==> src/rtl/rr_arb_mux_pkg.sv <==
// Shared constants and helpers for the round-robin arbitrating mux.
// No logic; constants only.
// No flow control of its own.
package rr_arb_mux_pkg;

   // Value presented on out_data while the output register is empty.
   localparam logic [31:0] MUX_IDLE_DATA = 32'h66666666;

   // Packet-lock FSM encoding, kept as plain constants for legacy tools.
   typedef logic mux_state_t;
   localparam mux_state_t ST_ARB  = 1'b0;
   localparam mux_state_t ST_LOCK = 1'b1;

   // Ceiling log2, returns at least 1 so a 2-channel index is 1 bit wide.
   function automatic int mux_clog2(input int n);
      int r;
      r = 0;
      while ((1 << r) < n) r++;
      if (r < 1) r = 1;
      return r;
   endfunction

endpackage

==> src/rtl/rr_arb_pick.sv <==
// Rotating-priority picker: first requester at or after ptr, wrapping mod N.
// Latency: purely combinational.
// Backpressure: none; the caller qualifies the grant with its own load.
module rr_arb_pick
   import rr_arb_mux_pkg::*;
#(
   parameter int N    = 4,
   parameter int SELW = mux_clog2(N)
) (
   input  logic [N-1:0]    req,
   input  logic [SELW-1:0] ptr,
   output logic            gnt_valid,
   output logic [SELW-1:0] gnt_idx
);

   // Walk the channels starting at ptr; the first requester found wins.
   always_comb begin
      int idx;
      gnt_valid = 1'b0;
      gnt_idx   = '0;
      idx       = 0;
      for (int k = 0; k < N; k++) begin
         // ptr is always < N, so a single subtraction handles the wrap.
         idx = int'(ptr) + k;
         if (idx >= N) idx = idx - N;
         if (!gnt_valid && req[idx]) begin
            gnt_valid = 1'b1;
            gnt_idx   = SELW'(idx);
         end
      end
   end

endmodule

==> src/rtl/rr_arb_mux.sv <==
// N-channel round-robin arbitrating mux into one registered output; optional
// packet lock under RR_ARB_MUX_LOCK_EN. Latency: 1 cycle accept -> out_valid, 1 beat/cycle.
// Backpressure: out_valid & ~out_ready holds out_* and the pointer, and zeroes in_ready.
module rr_arb_mux
   import rr_arb_mux_pkg::*;
#(
   parameter int          WIDTH     = 32,
   parameter int          N         = 4,
   parameter int          SELW      = mux_clog2(N),
   parameter logic [31:0] IDLE_DATA = MUX_IDLE_DATA
) (
   input  logic               clk,
   input  logic               reset,
   input  logic [N-1:0]       in_valid,
   output logic [N-1:0]       in_ready,
   input  logic [N*WIDTH-1:0] in_data,
`ifdef RR_ARB_MUX_LOCK_EN
   input  logic [N-1:0]       in_last,
`endif
   output logic               out_valid,
   input  logic               out_ready,
   output logic [WIDTH-1:0]   out_data,
   output logic [SELW-1:0]    out_chan
);

   // Idle pattern sized to the data path (truncated or zero-extended).
   localparam logic [WIDTH-1:0] IDLE_W = WIDTH'(IDLE_DATA);
   localparam logic [SELW-1:0]  LAST_CHAN = SELW'(N - 1);

   logic [SELW-1:0] ptr;
   logic [N-1:0]    pick_req;
   logic            gnt_valid;
   logic [SELW-1:0] gnt_idx;
   logic            load;
   logic            accept;
   logic [SELW-1:0] ptr_next;

   // The output register can take a new beat when empty or being drained.
   assign load   = ~out_valid | out_ready;
   assign accept = load & gnt_valid & ~reset;

   // Pointer moves to the channel just after the winner, wrapping at N-1.
   assign ptr_next = (gnt_idx == LAST_CHAN) ? '0 : gnt_idx + 1'b1;

`ifdef RR_ARB_MUX_LOCK_EN
   mux_state_t      state;
   logic [SELW-1:0] lock_chan;

   // While a packet is open, only its channel is allowed to request.
   always_comb begin
      pick_req = in_valid;
      if (state == ST_LOCK)
         pick_req = in_valid & (N'(1) << lock_chan);
   end

   // Packet lock: open on a non-last beat, close on the last beat of lock_chan.
   always_ff @(posedge clk) begin
      if (reset) begin
         state     <= ST_ARB;
         lock_chan <= '0;
      end else if (accept) begin
         if (state == ST_ARB) begin
            if (!in_last[gnt_idx]) begin
               state     <= ST_LOCK;
               lock_chan <= gnt_idx;
            end
         end else if (in_last[gnt_idx]) begin
            state <= ST_ARB;
         end
      end
   end
`else
   // Every beat is arbitrated on its own.
   always_comb begin
      pick_req = in_valid;
   end
`endif

   rr_arb_pick #(
      .N    (N),
      .SELW (SELW)
   ) u_pick (
      .req       (pick_req),
      .ptr       (ptr),
      .gnt_valid (gnt_valid),
      .gnt_idx   (gnt_idx)
   );

   // One-hot ready to the winning channel only when the register can load.
   always_comb begin
      in_ready = '0;
      if (accept)
         in_ready = N'(1) << gnt_idx;
   end

   // Priority pointer advances only on an accepted beat; frozen under stall.
   // Inside a lock the winner is lock_chan, so this lands on lock_chan+1.
   always_ff @(posedge clk) begin
      if (reset)
         ptr <= '0;
      else if (accept)
         ptr <= ptr_next;
   end

   // Output register: replace in place on load, empty to idle when no winner.
   always_ff @(posedge clk) begin
      if (reset) begin
         out_valid <= 1'b0;
         out_data  <= IDLE_W;
         out_chan  <= '0;
      end else if (load) begin
         if (gnt_valid) begin
            out_valid <= 1'b1;
            out_data  <= in_data[gnt_idx*WIDTH +: WIDTH];
            out_chan  <= gnt_idx;
         end else begin
            out_valid <= 1'b0;
            out_data  <= IDLE_W;
         end
      end
   end

endmodule

==> config.mk <==
export PLATFORM = sky130hd
export DESIGN_NAME = rr_arb_mux
export DESIGN_NICKNAME = d
export VERILOG_FILES = /design/src/rtl/rr_arb_mux_pkg.sv /design/src/rtl/rr_arb_pick.sv /design/src/rtl/rr_arb_mux.sv
export SDC_FILE = /design/constraint.sdc
export NUM_CORES = 1
export LEC_CHECK = 0
export BUFFER_PORTS_ARGS = -buffer_cell sky130_fd_sc_hd__buf_4
export CELL_PAD_IN_SITES_DETAIL_PLACEMENT = 0
export CELL_PAD_IN_SITES_GLOBAL_PLACEMENT = 1
export CORE_UTILIZATION = 26
export CTS_CLUSTER_DIAMETER = 100
export CTS_CLUSTER_SIZE = 14
export DETAILED_ROUTE_END_ITERATION = 10
export HOLD_SLACK_MARGIN = 0.12
export PLACE_DENSITY = 0.9
export SYNTH_ARGS = -nofsm -noshare
export SYNTH_HDL_FRONTEND = slang
export SYNTH_SLANG_ARGS = --single-unit
==> constraint.sdc <==
create_clock -name clk -period 2.5 [get_ports clk]
set_clock_uncertainty 0.2 [all_clocks]
set_input_delay 0.5 -clock clk [delete_from_list [all_inputs] [get_ports clk]]
set_output_delay 0.5 -clock clk [all_outputs]
set_load 0.05 [all_outputs]
==> impl_metrics.toml, run 1 <==
[power]
p_leak_nw = 1.79
switching_power_w = 0.000967
intPower_w = 0.00138
swShare = 0.413
clockPowerShare = 0.172
p_comb_frac = 0.507
max-vdd-ir-drop_mv = 0.233
p_seq_frac = 0.321
powerDensity_mw_per_mm2 = 618

[placed_design]
dp_slack_ns = -0.108
place.gp.congestion = 0.776
port_buffers = 173
dpl.hpwl_um = 5950

[outcome]
run_status = "completed"

[final_layout]
diodes = 0
drive_above_1_share = 0.505
final_util = 0.464
final_nets = 561
synthToLayoutAreaGrowth_pct = 73.8

[yosys]
synthMostInstantiatedCell = "dfxtp_1"
syn_inst = 249
syn_area_mm2 = 0.00218
synthTopCellsByArea = "dfxtp_1, mux2i_1, a221oi_1"
synth_top_area_share = 0.339
synth_top_area_cell = "dfxtp_1"
ys_warn_count = 0
ys_types = 35
ys.flop_type = "dfxtp_1"
syn_area_per_cell_um2 = 8.76
ys_seq_area_frac = 0.339
synth_edf_count = 0
synth_seq_cells = 37
ys_async_sr_fraction = 0
synth_nets = 385
synth_common_cells = "dfxtp_1, mux2i_1, nor2_1"

[critical_path]
worst_path_max_delay_cell = "o22a_1"
cp.required_ns = 1.80
reg2reg_to = "out_data[0]"
reg2reg_from = "ptr[0]"
crit_fanout = 6
path_class = "in2out"
crit_path_frequent_cell = "buf_4"
cp_slowest_stage_delay_ns = 0.19
start_kind = "input port"
end_kind = "primary output"
critPathLaunch = "in_valid[0]"
endpoint = "in_ready[3]"
regToRegSetupSlack_ns = 0.47
cp_cell_sequence = "buf_4 > buf_4 > a21o_1 > a21boi_1 > o22a_1 > ha_2 > and2_4 > buf_8"
reg2regPathDepth = 7
arrival_ns = 1.75

[global_route]
grt_pass1_vias = 2521
antenna_found_initial = 0
grt_use_total = 0.170
overflow = 0
grt_pass1_wl_um = 11600
grt_max_degree = 33

[floorplanning]
die_h_um = 93.6
die_area_mm2 = 0.00876
rows = 33
die_w_um = 93.6
core_mm2 = 0.00818
initial_core_util = 0.267
ioPinCount = 174

[sta]
slew_headroom = 0.617
final-max-slew-violation-count = 0
setup_ws_ns = 0.0523
finalHoldViolations = 0
rsz0062_at_grt = "false"
period_share = 0.979
worst_slew_pin_slew_ns = 0.574
fmax_mhz = 409
period_needed_ns = 2.45
finalSetupViolations = 0

[detailed_routing]
ant_nets = 0
post-route-drc-count = 0
drt_pass1_iterations = 6
wirelength_um = 7740
vias = 2691
first_iter_violations = 78
wl_per_cell_um = 14.6
via_per_inst = 5.07

[clock_tree]
cts_root_buf = "clkbuf_8"
htree_num_levels = 2
cts_tree = "done"
cts_made_buffers = 5
max-clock-path-buffers = 2
path_clk_slew_ns = 0.07
cts.sinks = 37
ctsHoldBuffers = 0
clk_latency_ns = 0.28

[worst_hold_path]
min_path_type = "in2reg"

[run]
drv_cap = 0
## cells by family after synthesis
| kind of cell | count (synthesis) | share of synthesized area |
|---|---|---|
| flip-flops | 37 | 0.339 |
| adder cells (fa/ha/maj) | 1 | 0.00573 |
| multiplexers | 35 | 0.161 |
| buffers and inverters | 26 | 0.0602 |
| AO/OA/AOI/OAI | 91 | 0.295 |
| AND/OR/NAND/NOR | 59 | 0.139 |
## worst min path at each step
stage                       startpoint      endpoint  cells past startpoint
after floorplan                 ptr[0]        ptr[0]                      2
after global placement    out_data[11]  out_data[11]                      2
after detailed placement   out_data[3]   out_data[3]                      2
after CTS                  in_data[28]  out_data[28]                      3
after global routing       in_data[28]  out_data[28]                      3
final                      in_data[28]  out_data[28]                      3
## cells in the final DEF (no fill, tap or decap), types with 2 or more instances in the layout
cell / instances
mux2i_1: 35
nor2_4: 3
buf_4: 189
inv_1: 2
dfxtp_1: 36
a21oi_1: 3
clkbuf_1: 3
nor2_1: 22
o22ai_1: 16
nand3_1: 16
o21ai_0: 17
a221oi_1: 16
nand2_2: 2
a22oi_1: 16
o211ai_1: 16
clkbuf_8: 5
nor2b_1: 3
nand2_1: 2
## flip-flops by register name, indices dropped and copies added (netlist names)
register	count
out_chan	2
out_valid	1
ptr	2
out_data	32
## power by group through the flow
stage | combinational (W) | sequential [W] | clock (W)
finish | 0.00119 | 0.000753 | 0.000402
global route | 0.00126 | 0.000767 | 0.000451
CTS | 0.00119 | 0.000753 | 0.000427
detailed placement | 0.00117 | 0.000763 | 0
global placement | 0.00116 | 0.000758 | 0
floorplan | 0.000437 | 0.00105 | 0
## worst max-delay path: cells and delay by family
kind,cells,cell delay [ns]
adder cells (fa/ha/maj),1,0.19
buffers and inverters,3,0.40
AND/OR/NAND/NOR,1,0.14
AO/OA/AOI/OAI,3,0.51
## cell type report
cell class	instances	area (um2)
fillers	814	4380
repair buffers	191	1450
well taps	105	131
flip-flops and latches	37	742
multi-input cells	186	1380
clock buffers	8	80.1
inverters	4	18.8
## repair_timing
action	CTS	global route
setup endpoints to repair	1	2
cloned	0	0
resized for setup	4	6
pin swaps	2	2
setup buffers	2	0
## per-stage QoR
step                      std cells  hold slack (ns)  TNS, ns  area [um2]  power [W]
after global placement          521            0.291  -0.0495        3660    0.00192
after global routing            531            0.234        0        3790    0.00248
after floorplan                 249            0.280        0        2220    0.00149
after CTS                       531            0.233        0        3780    0.00237
after detailed placement        521            0.296   -0.108        3660    0.00193
final                           531            0.250        0        3790    0.00234
## metal layers
metal | wire (um) | GRT usage
met1 | 3170 | 0.191
met2 | 3700 | 0.303
met3 | 728 | 0.0496
met4 | 134 | 0.0590
met5 | 0 | 0
Power figures use the tool's default switching activity.
==> inputs of run 2 (changes only) <==
- CORE_ASPECT_RATIO: not set -> 0.9
- CORE_UTILIZATION: 26 -> 28
- PLACE_DENSITY: 0.9 -> 0.91
- SYNTH_HIERARCHICAL: not set -> 1
==> run 2 against run 1 <==
Against the previous run: critical path type unchanged; routed wire length shrank 11%; non-clock buffer count shrank 6; synthesized area shrank 0.97%.
==> impl_metrics.toml, run 2 <==
[final_layout]
diodes = 0
final_cell_mix = "buf_4, dfxtp_1, mux4_2"
drive_above_1_share = 0.708
reg.largest.list = "out_data: 32 flops, out_chan: 2 flops, ptr: 2 flops"
regMostFlops = "out_data"
finalNonFillerCells = 435
final_nets = 477
largest_reg_flops = 32
final_util = 0.494
layout_commonest_cell = "buf_4"
n_fill_cell = 717
finalInstanceArea_mm2 = 0.00371
synthToLayoutAreaGrowth_pct = 71.7

[critical_path]
cp_slowest_stage_delay_ns = 0.39
worst_path_max_delay_cell = "a221o_1"
start_kind = "input port"
end_kind = "primary output"
path_class = "in2out"
cp.required_ns = 1.80
arrival_ns = 1.78
cp_cell_sequence = "buf_4 > inv_1 > a221o_1 > a21oi_4 > inv_2 > ha_1 > and2_4 > buf_6"
crit_fanout = 4

[floorplanning]
ioPinCount = 174
die_h_um = 85.3
die_w_um = 94.6
rows = 30
core_mm2 = 0.00751
initial_core_util = 0.288
die_area_mm2 = 0.00807

[yosys]
ys_types = 27
ys_seq_area_frac = 0.343
synth_top_area_cell = "dfxtp_1"
synthTopCellsByArea = "dfxtp_1, mux4_2, a22o_1"
synth_nets = 301
synth_top_area_share = 0.343
synthMostInstantiatedCell = "dfxtp_1"
syn_area_per_cell_um2 = 13.3
synth_common_cells = "dfxtp_1, mux4_2, a22o_1"
synth_seq_cells = 37
ys.flop_type = "dfxtp_1"
ys_warn_count = 6
synth_edf_count = 0
syn_inst = 162
syn_area_mm2 = 0.00216
ys_async_sr_fraction = 0

[sta]
fmax_mhz = 403
period_needed_ns = 2.48
hold_ws_ns = 0.248
worst_slew_pin_slew_ns = 0.678
final-max-slew-violation-count = 0
final.setup.tns_ns = 0
slew_headroom = 0.548
rsz0062_at_grt = "true"
finalHoldViolations = 0
period_share = 0.993
finalSetupViolations = 0

[placed_design]
place.gp.congestion = 0.734
place_area_mm2 = 0.00358
dp.cells = 425
dpl.hpwl_um = 5540
port_buffers = 173

[global_route]
grt_pass1_wl_um = 10100
antenna_found_initial = 0
grt_pass1_vias = 2157
grt_max_degree = 22
grt_use_total = 0.164
overflow = 0

[run]
drv_cap = 0

[clock_tree]
clk_latency_ns = 0.28
htree_num_levels = 2
path_clk_slew_ns = 0.07
cts_root_buf = "clkbuf_8"
ctsHoldBuffers = 0
cts_tree = "done"
max-clock-path-buffers = 2
cts_made_buffers = 5
cts.sinks = 37

[outcome]
run_status = "completed"

[detailed_routing]
wl_per_cell_um = 15.8
ant_nets = 0
drt_pass1_iterations = 6
vias = 2183
wirelength_um = 6860
first_iter_violations = 46
via_per_inst = 5.02
post-route-drc-count = 0

[power]
max-vdd-ir-drop_mv = 0.269
powerDensity_mw_per_mm2 = 621
p_leak_nw = 1.69

[worst_hold_path]
min_path_type = "in2reg"
run 2: cell count changes after synthesis, moves of 4 or more:
| cell | previous run | this run |
|---|---|---|
| nand3_1 | 16 | 4 |
| a22o_1 | 0 | 16 |
| clkbuf_1 | 10 | 3 |
| o22ai_1 | 16 | 0 |
| o22a_2 | 0 | 4 |
| a22oi_1 | 16 | 0 |
| mux2i_1 | 35 | 0 |
| o211ai_1 | 16 | 0 |
| nor2_1 | 24 | 1 |
| o21ai_0 | 17 | 5 |
| mux4_2 | 0 | 30 |
| a221oi_1 | 16 | 0 |
| o22a_1 | 1 | 12 |
| a21oi_1 | 3 | 9 |
run 2: cells by family after synthesis:
kind of cell / count (synthesis) / synth area share
AOI/OAI and AO/OA: 48 / 0.173
adders and majority gates: 4 / 0.0232
buffers and inverters: 24 / 0.0764
DFF: 37 / 0.343
muxes: 32 / 0.337
and+or+nand+nor: 17 / 0.0475
run 2: area by class of cell:
class | count | area, um2 | share of cell area
inverters | 8 | 30.0 | 0.00809
well taps | 96 | 120 | 0.0324
flip-flops and latches | 37 | 742 | 0.200
clock buffers | 7 | 96.3 | 0.0260
multi-input cells | 101 | 1290 | 0.348
repair buffers | 185 | 1430 | 0.384
clock inverters | 1 | 5.00 | 0.00135
run 2: repair_timing:
item | in CTS | in global routing
resized for setup | 3 | 3
pin swaps | 2 | 2
setup endpoints to repair | 4 | 4
cloned | 0 | 0
buffers inserted | 1 | 1
run 2: worst max-delay path, delay by kind of cell:
| family | cells | cell delay [ns] |
|---|---|---|
| AOI/OAI and AO/OA | 2 | 0.58 |
| buffers and inverters | 4 | 0.36 |
| adders and majority gates | 1 | 0.20 |
| and+or+nand+nor | 1 | 0.13 |
run 2: final timing paths:
check	to	startpoint	cells past startpoint	slack (ns)
worst max-delay path	in_ready[0]	in_valid[1]	8	0.02
worst min-delay path	ptr[0]	reset	2	0.25
worst max register to register	out_data[13]	ptr[0]	7	0.10
worst min register to register	out_data[24]	out_data[24]	1	0.28
run 2: power breakdown:
part	internal [W]	switching, W
Sequential	0.000673	0.0000482
Combinational	0.000557	0.000570
Clock	0.000249	0.000207
Total	0.00148	0.000826
run 2: layer usage:
metal,up-vias,share of wire,wire length (um),GRT usage
met3,5,0.11,770,0.0529
met1,1044,0.35,2430,0.169
met5,-,0,0,0
met2,125,0.53,3630,0.317
li1,1009,-,-,-
met4,0,0.0045,31,0.0331
run 2: stage by stage:
step                total power [W]  worst slack (ns)
detailed placement          0.00186            -0.189
CTS                         0.00234           0.00474
floorplan                   0.00148           0.00223
global route                0.00244           -0.0261
finish                      0.00231            0.0178
global placement            0.00184            -0.119
